$ cat config.mk
export PLATFORM = sky130hd
export DESIGN_NAME = uart_sat_rx
export DESIGN_NICKNAME = d
export VERILOG_FILES = /design/src/rtl/uart_sat_rx.sv
export SDC_FILE = /design/constraint.sdc
export NUM_CORES = 1
export LEC_CHECK = 0
export ABC_AREA = 1
export CAP_MARGIN = 20
export CORE_UTILIZATION = 55
export CTS_BUF_LIST = sky130_fd_sc_hd__clkbuf_8
export CTS_CLUSTER_DIAMETER = 150
export DETAILED_ROUTE_END_ITERATION = 16
export PLACE_DENSITY = 0.76
export SLEW_MARGIN = 20
export SYNTH_ARGS = -nofsm -noshare
export SYNTH_HDL_FRONTEND = slang
export SYNTH_SLANG_ARGS = --single-unit
$ cat constraint.sdc
create_clock -name clk -period 2.1 [get_ports clk]
set_input_delay 0.42 -clock clk [delete_from_list [all_inputs] [get_ports clk]]
set_output_delay 0.42 -clock clk [all_outputs]
set_load 0.02 [all_outputs]
$ cat src/rtl/uart_sat_rx.sv
`timescale 1ns/1ps
// uart_sat_rx: oversampled UART receiver, 2-flop synchronized input, small receive FIFO, RTS flow control, sticky errors.
// Latency: byte is pushed the cycle after the stop-bit sample; rx_valid rises the cycle after that.
// Backpressure: rx_ready pops the FIFO head; UART_RTS deasserts (1) at RTS_THRESH; a push into a full FIFO drops the byte and sets overrun.
// Optional build macro: UART_SAT_RX_PARITY_EN adds an even-parity bit between data and stop (11-bit frames).
module uart_sat_rx #(
   parameter int BAUD_DIV   = 8,
   parameter int FIFO_DEPTH = 4,
   parameter int RTS_THRESH = FIFO_DEPTH - 1
) (
   input  logic                          clk,
   input  logic                          rst_n,
   input  logic                          UART_RX,
   output logic                          UART_RTS,
   output logic [7:0]                    rx_data,
   output logic                          rx_valid,
   input  logic                          rx_ready,
   input  logic                          err_clr,
   output logic                          frame_err,
   output logic                          overrun,
   output logic                          parity_err,
   output logic [$clog2(FIFO_DEPTH):0]   fifo_level
);

   localparam int AW = $clog2(FIFO_DEPTH);
   localparam int LW = AW + 1;
   localparam int CW = $clog2(BAUD_DIV);

   typedef enum logic [2:0] {
      IDLE   = 3'd0,
      START  = 3'd1,
      DATA   = 3'd2,
      PARITY = 3'd3,
      STOP   = 3'd4,
      BREAK  = 3'd5
   } state_t;

   state_t          state;
   logic [CW-1:0]   cnt;
   logic [2:0]      bitn;
   logic [7:0]      shreg;
   logic            push_req;

   logic            rx_meta;
   logic            rx_s;
   logic            rx_prev;
   logic            fall;
   logic            tick0;
   logic            frame_evt;
   logic            par_evt;
   logic            ovr_evt;

   logic [7:0]      mem [FIFO_DEPTH];
   logic [AW-1:0]   wr_ptr;
   logic [AW-1:0]   rd_ptr;
   logic [LW-1:0]   level;
   logic [LW-1:0]   level_nxt;
   logic            full;
   logic            push_ok;
   logic            pop;

`ifdef UART_SAT_RX_PARITY_EN
   logic            bad;
`endif

   // Two-flop synchronizer plus one history flop for falling-edge detection; idle line is high.
   always_ff @(posedge clk or negedge rst_n) begin
      if (!rst_n) begin
         rx_meta <= 1'b1;
         rx_s    <= 1'b1;
         rx_prev <= 1'b1;
      end else begin
         rx_meta <= UART_RX;
         rx_s    <= rx_meta;
         rx_prev <= rx_s;
      end
   end

   assign fall      = rx_prev & ~rx_s;
   assign tick0     = (cnt == '0);
   assign frame_evt = (state == STOP) && tick0 && !rx_s;

`ifdef UART_SAT_RX_PARITY_EN
   // Even parity: the parity bit equals the XOR of the data bits.
   assign par_evt   = (state == PARITY) && tick0 && (rx_s != (^shreg));
`else
   assign par_evt   = 1'b0;
`endif

   // Frame state machine: half-bit wait to the start-bit center, then one sample per bit period.
   always_ff @(posedge clk or negedge rst_n) begin
      if (!rst_n) begin
         state    <= IDLE;
         cnt      <= '0;
         bitn     <= '0;
         shreg    <= '0;
         push_req <= 1'b0;
`ifdef UART_SAT_RX_PARITY_EN
         bad      <= 1'b0;
`endif
      end else begin
         push_req <= 1'b0;
         case (state)
            IDLE: begin
               if (fall) begin
                  cnt   <= CW'(BAUD_DIV / 2 - 1);
                  state <= START;
               end
            end
            START: begin
               if (tick0) begin
                  if (rx_s) begin
                     state <= IDLE;
                  end else begin
                     state <= DATA;
                     cnt   <= CW'(BAUD_DIV - 1);
                     bitn  <= '0;
`ifdef UART_SAT_RX_PARITY_EN
                     bad   <= 1'b0;
`endif
                  end
               end else begin
                  cnt <= cnt - CW'(1);
               end
            end
            DATA: begin
               if (tick0) begin
                  shreg <= {rx_s, shreg[7:1]};
                  bitn  <= bitn + 3'd1;
                  cnt   <= CW'(BAUD_DIV - 1);
                  if (bitn == 3'd7) begin
`ifdef UART_SAT_RX_PARITY_EN
                     state <= PARITY;
`else
                     state <= STOP;
`endif
                  end
               end else begin
                  cnt <= cnt - CW'(1);
               end
            end
`ifdef UART_SAT_RX_PARITY_EN
            PARITY: begin
               if (tick0) begin
                  if (par_evt) begin
                     bad <= 1'b1;
                  end
                  cnt   <= CW'(BAUD_DIV - 1);
                  state <= STOP;
               end else begin
                  cnt <= cnt - CW'(1);
               end
            end
`endif
            STOP: begin
               if (tick0) begin
                  if (rx_s) begin
`ifdef UART_SAT_RX_PARITY_EN
                     push_req <= !bad;
`else
                     push_req <= 1'b1;
`endif
                     state    <= IDLE;
                  end else begin
                     state <= BREAK;
                  end
               end else begin
                  cnt <= cnt - CW'(1);
               end
            end
            BREAK: begin
               if (rx_s) begin
                  state <= IDLE;
               end
            end
            default: state <= IDLE;
         endcase
      end
   end

   // FIFO control: a full FIFO refuses the push even when a pop happens in the same cycle.
   assign full     = (level == LW'(FIFO_DEPTH));
   assign rx_valid = (level != '0);
   assign pop      = rx_valid && rx_ready;
   assign push_ok  = push_req && !full;
   assign ovr_evt  = push_req && full;
   assign rx_data  = rx_valid ? mem[rd_ptr] : 8'h00;
   assign fifo_level = level;

   // Next occupancy, also used so RTS tracks fifo_level without an extra cycle of lag.
   always_comb begin
      level_nxt = level;
      if (push_ok && !pop) begin
         level_nxt = level + LW'(1);
      end else if (!push_ok && pop) begin
         level_nxt = level - LW'(1);
      end
   end

   // Storage array; contents are only observable through rx_data when non-empty, so no reset.
   always_ff @(posedge clk) begin
      if (push_ok) begin
         mem[wr_ptr] <= shreg;
      end
   end

   // Pointers wrap naturally at the power-of-two depth; RTS is a registered threshold compare.
   always_ff @(posedge clk or negedge rst_n) begin
      if (!rst_n) begin
         wr_ptr   <= '0;
         rd_ptr   <= '0;
         level    <= '0;
         UART_RTS <= 1'b0;
      end else begin
         if (push_ok) begin
            wr_ptr <= wr_ptr + AW'(1);
         end
         if (pop) begin
            rd_ptr <= rd_ptr + AW'(1);
         end
         level    <= level_nxt;
         UART_RTS <= (level_nxt >= LW'(RTS_THRESH));
      end
   end

   // Sticky error flags; a new event in the clearing cycle keeps the flag set.
   always_ff @(posedge clk or negedge rst_n) begin
      if (!rst_n) begin
         frame_err <= 1'b0;
         overrun   <= 1'b0;
      end else begin
         frame_err <= frame_evt | (frame_err & ~err_clr);
         overrun   <= ovr_evt   | (overrun   & ~err_clr);
      end
   end

`ifdef UART_SAT_RX_PARITY_EN
   // Sticky parity flag, same clear-versus-event priority as the others.
   always_ff @(posedge clk or negedge rst_n) begin
      if (!rst_n) begin
         parity_err <= 1'b0;
      end else begin
         parity_err <= par_evt | (parity_err & ~err_clr);
      end
   end
`else
   assign parity_err = 1'b0;
`endif

endmodule
After elaboration in Yosys (flattened, before gate mapping)
Memories as Yosys holds them, arrays and structs flattened.
Cells that the tools add are included.
{"block": "op_classes", "addsub": 6, "shifts": 0, "n_eq_ne": 15, "n_mux": 27, "reduce_logical": 20, "n_div": 0, "order_cmp": 1, "n_bitwise": 7, "mul": 0}
{"op": "two-way mux 3 bit", "n": 17}
{"op": "inequality test 2 bit, second input constant", "n": 8}
{"op": "one-hot mux 3 bit (5 select lines)", "n": 1}
{"op": "== test 3 bit, second input constant", "n": 4}
{"op": "one-hot mux 3 bit (4 select lines)", "n": 1}
{"op": "two-way mux 8 bit", "n": 1}
{"op": "AND reduction 4 bit", "n": 2}
{"op": "logical AND 1 bit", "n": 7}
{"op": "adder 3 x 1 -> 3 bit, second input constant", "n": 2}
{"op": "zero test 3 bit", "n": 2}
{"op": "one-hot mux 3 bit (2 select lines)", "n": 1}
{"op": "AND reduction 6 bit", "n": 1}
{"op": "subtractor 3 x 1 -> 3 bit, second input constant", "n": 2}
{"op": "two-way mux 1 bit", "n": 5}
{"op": "adder 2 x 1 -> 2 bit, second input constant", "n": 2}
{"op": "zero test 1 bit", "n": 4}
{"op": "nonzero test 4 bit", "n": 1}
{"op": "bitwise AND 1 bit", "n": 3}
{"op": "== test 3 x 1 -> 1 bit, second input constant", "n": 1}
{"op": "== test 3 x 2 -> 1 bit, second input constant", "n": 1}
{"op": "greater-or-equal comparator 3 x 2 -> 1 bit, second input constant", "n": 1}
{"op": "inequality test 3 bit, second input constant", "n": 1}
{"op": "nonzero test 3 bit", "n": 1}
{"op": "two-way mux 2 bit", "n": 1}
{"op": "4 further kinds", "n": 6}
{"block": "word_totals", "register_bits": 31, "ram_bits": 32, "latchBits": 0, "elab_cells": 91, "n_memories": 1, "out_inout_bits": 16, "input_bits": 5, "romBits": 0}
{"memory": "mem", "depth": 4, "word_bits": 8, "rd": 1, "rd_ports_with_merged_regs": 0, "write_ports": 1, "line": "53", "text": "logic [7:0] mem [FIFO_DEPTH];"}

Longest topological paths before layout
{"block": "logic_depth", "ltp_word": 8, "ltp_mapped": 12, "mapped_depth_nobuf": 12}

Worst setup path after synthesis
No wires, ideal clock.
{"block": "synth_path", "kind": "reg2out", "start": "register level[0] (netlist: fifo_level[0])", "end": "output port rx_data[0]", "path_stages_with_launch": 6, "arrival_time_ps": 1393, "n_path_buf": 0, "path_slack_ps": 287, "cell_sequence": "dfrtp_1 inv_1 ha_1 inv_1 nor2_1 a21oi_1"}
{"block": "synth_between", "elab_chain_cells": 2}
{"item": "start: declaration", "line": "56", "text": "logic [LW-1:0] level;"}
{"item": "start signal: assignment", "line": "221", "text": "level <= level_nxt;"}
{"item": "nonzero test 3 bit", "line": "183", "text": "assign rx_valid = (level != '0);"}
{"item": "two-way mux 8 bit", "line": "187", "text": "assign rx_data = rx_valid ? mem[rd_ptr] : 8'h00;"}
{"item": "end: declaration", "line": "15", "text": "output logic [7:0] rx_data,"}
No other way between the ends.

Worst setup path in the final report
{"block": "layout_path", "start": "register level[1] (netlist: fifo_level[1])", "end": "output port rx_data[1]"}
Same word-level chain as after synthesis.

==> impl_metrics.py <==
metrics = {
    "outcome": {
        "run_status": "complete, no violations",
    },
    "synthesis": {
        "net_count_synth": 306,
        "syn-mean-instance-area_sq_um": 9.85,
        "postSynthCellCount": 290,
        "yosys_register_bits": 63,
        "yosys.cell_types.count": 26,
        "synth_sequential_area_ratio_pct": 60.9,
        "yosysTopAreaCell": "edfxtp_1",
        "synth_commonest_cells": "nand2_1 (59), nor2_1 (49), edfxtp_1 (32)",
        "synthesis_warnings": 0,
        "synth_enable_flop_cells": 32,
        "synth.area.top_cells": "edfxtp_1 (34%), dfrtp_1 (25%), nand2_1 (7.8%)",
        "synth-main-ff-cell": "edfxtp_1",
        "asyncSetResetFlopFracSynth_pct": 49.2,
        "yosysTopAreaCellShare_pct": 33.6,
        "syn_area_sq_mm": 0.00286,
        "synthMostInstantiatedCell": "nand2_1",
    },
    "cells_and_area": {
        "areaGrowthSynthToFinish_pct": 18.6,
        "design.final.nets": 347,
        "final_standard_cell_area_without_fillers_sq_mm": 0.00339,
        "n_antenna_cell": 0,
        "final_cell_count_without_fillers": 403,
        "drive_gt1_share_pct": 19.9,
    },
    "place": {
        "gp_congestion": 0.853,
        "buffer_ports.inserted": 19,
        "placed_cells": 386,
        "place_area_sq_mm": 0.00323,
        "post-dp-hpwl_um": 3460,
    },
    "grt": {
        "vias_in_the_first_global_route": 1873,
        "globalRouteOverflowTotal": 0,
        "grt_first_pass_wirelength_um": 8340,
        "global_route.usage.total_pct": 21.4,
        "grt_start_max_net_pins": 32,
        "antenna_found_initial": 0,
    },
    "drt": {
        "detail_route.wl_per_cell_um": 12.8,
        "number_of_violations_reported_at_the_end_of_detailed_routing_iteration_0": 142,
        "detail_route.wirelength_um": 5140,
        "remaining_drc_errors": 0,
        "detailedRoute.firstPassIterationCount": 4,
        "route.detailed.vias_per_inst": 5.00,
        "post_drt_antenna_nets": 0,
        "vias": 2016,
    },
    "critical_path": {
        "timing.critical_path.cells": "inv_1 > ha_1 > inv_1 > nor2_4 > buf_4 > a21oi_1 > clkbuf_2",
        "cp.arrival_ns": 1.56,
        "timing.critical_path.required_ns": 1.68,
        "critPathKind": "register to output port",
        "path_common_cell": "inv_1",
        "cpPeakStageDelay_ns": 0.39,
        "end_kind": "output port",
        "critPathLaunchType": "register",
        "critPathMaxFanout": 7,
        "timing.critical_path.slowest_stage_cell": "dfrtp_1",
    },
    "floorplan": {
        "std_cell_rows": 25,
        "chipWidth_um": 74.1,
        "io_pins": 21,
        "die-height_um": 74.1,
        "initial_utilization_pct": 58.9,
        "floorplan.die_area_sq_mm": 0.00549,
        "core_region_area_sq_mm": 0.00485,
    },
    "timing": {
        "final.period_utilization_pct": 94.3,
        "fin_worst_skew_ns": 0.00845,
        "min_period_ns": 1.98,
        "timing.final.max_slew_violations": 0,
        "setup-violations-final": 0,
        "final_hold_viol_count": 0,
        "max_clock_freq_ghz": 0.505,
        "unrepaired_setup_endpoints_after_global_routing": "true",
        "hold-worst-slack_ns": 0.356,
    },
    "power": {
        "irDropWorstVdd_v": 0.000911,
        "p_leak_nw": 1.56,
        "power_per_cell_area_mw_per_mm2": 1360,
    },
    "clocking": {
        "cts_buffer_depth": 2,
        "tritoncts_clock_tree": "done",
        "clk-insertion-delay-late_ns": 0.34,
        "cts-htree-levels": 3,
        "cts.reportedPaths.clkPinSlew_ns": 0.07,
        "clock-root-buffer": "clkbuf_8",
        "cts.sink_count": 63,
        "cts_buffers": 9,
    },
    "job": {
        "drv_cap": 0,
    },
    "hold_path": {
        "hold_path.class": "register to register",
    },
}
-- per-stage QoR --
| stage | utilization (%) | total power [mW] | setup slack [ns] | setup TNS (ns) |
|---|---|---|---|---|
| after floorplan | - | 2.98 | 0.287 | 0 |
| after global placement | 66.5 | 3.72 | -0.0268 | -0.145 |
| after detailed placement | 66.5 | 3.77 | -0.0947 | -0.684 |
| after CTS | 70.3 | 4.64 | -0.230 | -0.230 |
| after global routing | 69.9 | 4.96 | -0.00294 | -0.00294 |
| final | 69.9 | 4.61 | 0.121 | 0 |
-- logic make-up after synthesis --
| family | synth area share, % |
|---|---|
| and+or+nand+nor | 21.0 |
| DFF | 60.9 |
| AOI/OAI and AO/OA | 6.70 |
| buffers and inverters | 5.52 |
| adders and majority gates | 4.82 |
| xor gates and xnor gates | 0.920 |
| other | 0.131 |
-- timing repair --
action,in CTS,in global routing
hold buffers,0,0
resized for setup,10,18
buffers inserted,0,1
setup endpoints to repair,9,8
-- area by class of cell --
class | instances | area [sq um]
flip-flops and latches | 63 | 1740
fillers | 360 | 1460
multi-input cells | 190 | 966
repair buffers | 37 | 297
clock buffers | 11 | 151
inverters | 30 | 115
well taps | 67 | 83.8
clock inverters | 5 | 32.5
-- state kept, by name, summed over array words and instances (netlist names), 2 cells and up --
| name | cells |
|---|---|
| cnt | 3 |
| rd_ptr | 2 |
| fifo_level | 3 |
| bitn | 3 |
| mem | 32 |
| state | 3 |
| shreg | 8 |
| wr_ptr | 2 |
-- power breakdown --
group          internal (mW)  leakage (nW)  switching [mW]
clock                  0.490        0.0991           0.453
sequential              1.47         0.718           0.153
combinational          0.800         0.744            1.24
-- routing by layer --
metal / track usage (%) / part of all wire (%) / routed length (um)
met5: 0 / 0 / 0
met4: 13.2 / 0.64 / 33
met3: 4.07 / 4.5 / 233
met2: 34.1 / 50 / 2550
met1: 27.3 / 45 / 2330
-- cell usage in the layout, fill, tap and decap left out --
cell type | Yosys | routed
nand2_1 | 59 | 59
nor2_1 | 49 | 48
edfxtp_1 | 32 | 32
dfrtp_1 | 28 | 27
inv_1 | 23 | 23
o21ai_0 | 21 | 21
buf_4 | 2 | 17
nand3_1 | 15 | 15
ha_1 | 11 | 11
clkbuf_8 | 0 | 11
clkdlybuf4s50_1 | 0 | 10
a21oi_1 | 8 | 8
clkbuf_2 | 0 | 8
inv_2 | 7 | 6
nor2_2 | 5 | 5
o21ai_1 | 5 | 5
nand2_4 | 3 | 3
xor2_1 | 3 | 3
clkinv_2 | 0 | 3
dfstp_2 | 3 | 3
nand2_2 | 2 | 2
nand3_2 | 2 | 2
nand3b_1 | 2 | 2
o22ai_1 | 2 | 2
clkinv_4 | 0 | 2
inv_4 | 0 | 1
nor2_4 | 0 | 1
nand4_1 | 1 | 1
a21oi_2 | 1 | 1
conb_1 | 1 | 1
dlygate4sd2_1 | 0 | 1
buf_12 | 0 | 1
dfrtp_2 | 0 | 1
-- worst max-delay path: cells and delay by family, from the launching register on --
| kind | cells | cell delay, ns |
|---|---|---|
| AO/OA/AOI/OAI | 1 | 0.03 |
| adder cells (fa/ha/maj) | 1 | 0.16 |
| buffers and inverters | 4 | 0.46 |
| flip-flops | 1 | 0.39 |
| AND/OR/NAND/NOR | 1 | 0.18 |
-- worst paths after layout --
kind / start / slack [ns] / cells past startpoint / to
max: fifo_level[1] / 0.12 / 7 / rx_data[1]
min: rx_meta / 0.36 / 0 / rx_s
max reg2reg: fifo_level[0] / 0.54 / 10 / UART_RTS
min reg2reg: rx_meta / 0.36 / 0 / rx_s
max in group asynchronous: rst_n / 1.30 / 2 / rx_prev
min in group asynchronous: rst_n / 0.47 / 2 / rd_ptr[0]
Note: power is estimated with default switching activity, not from simulation.
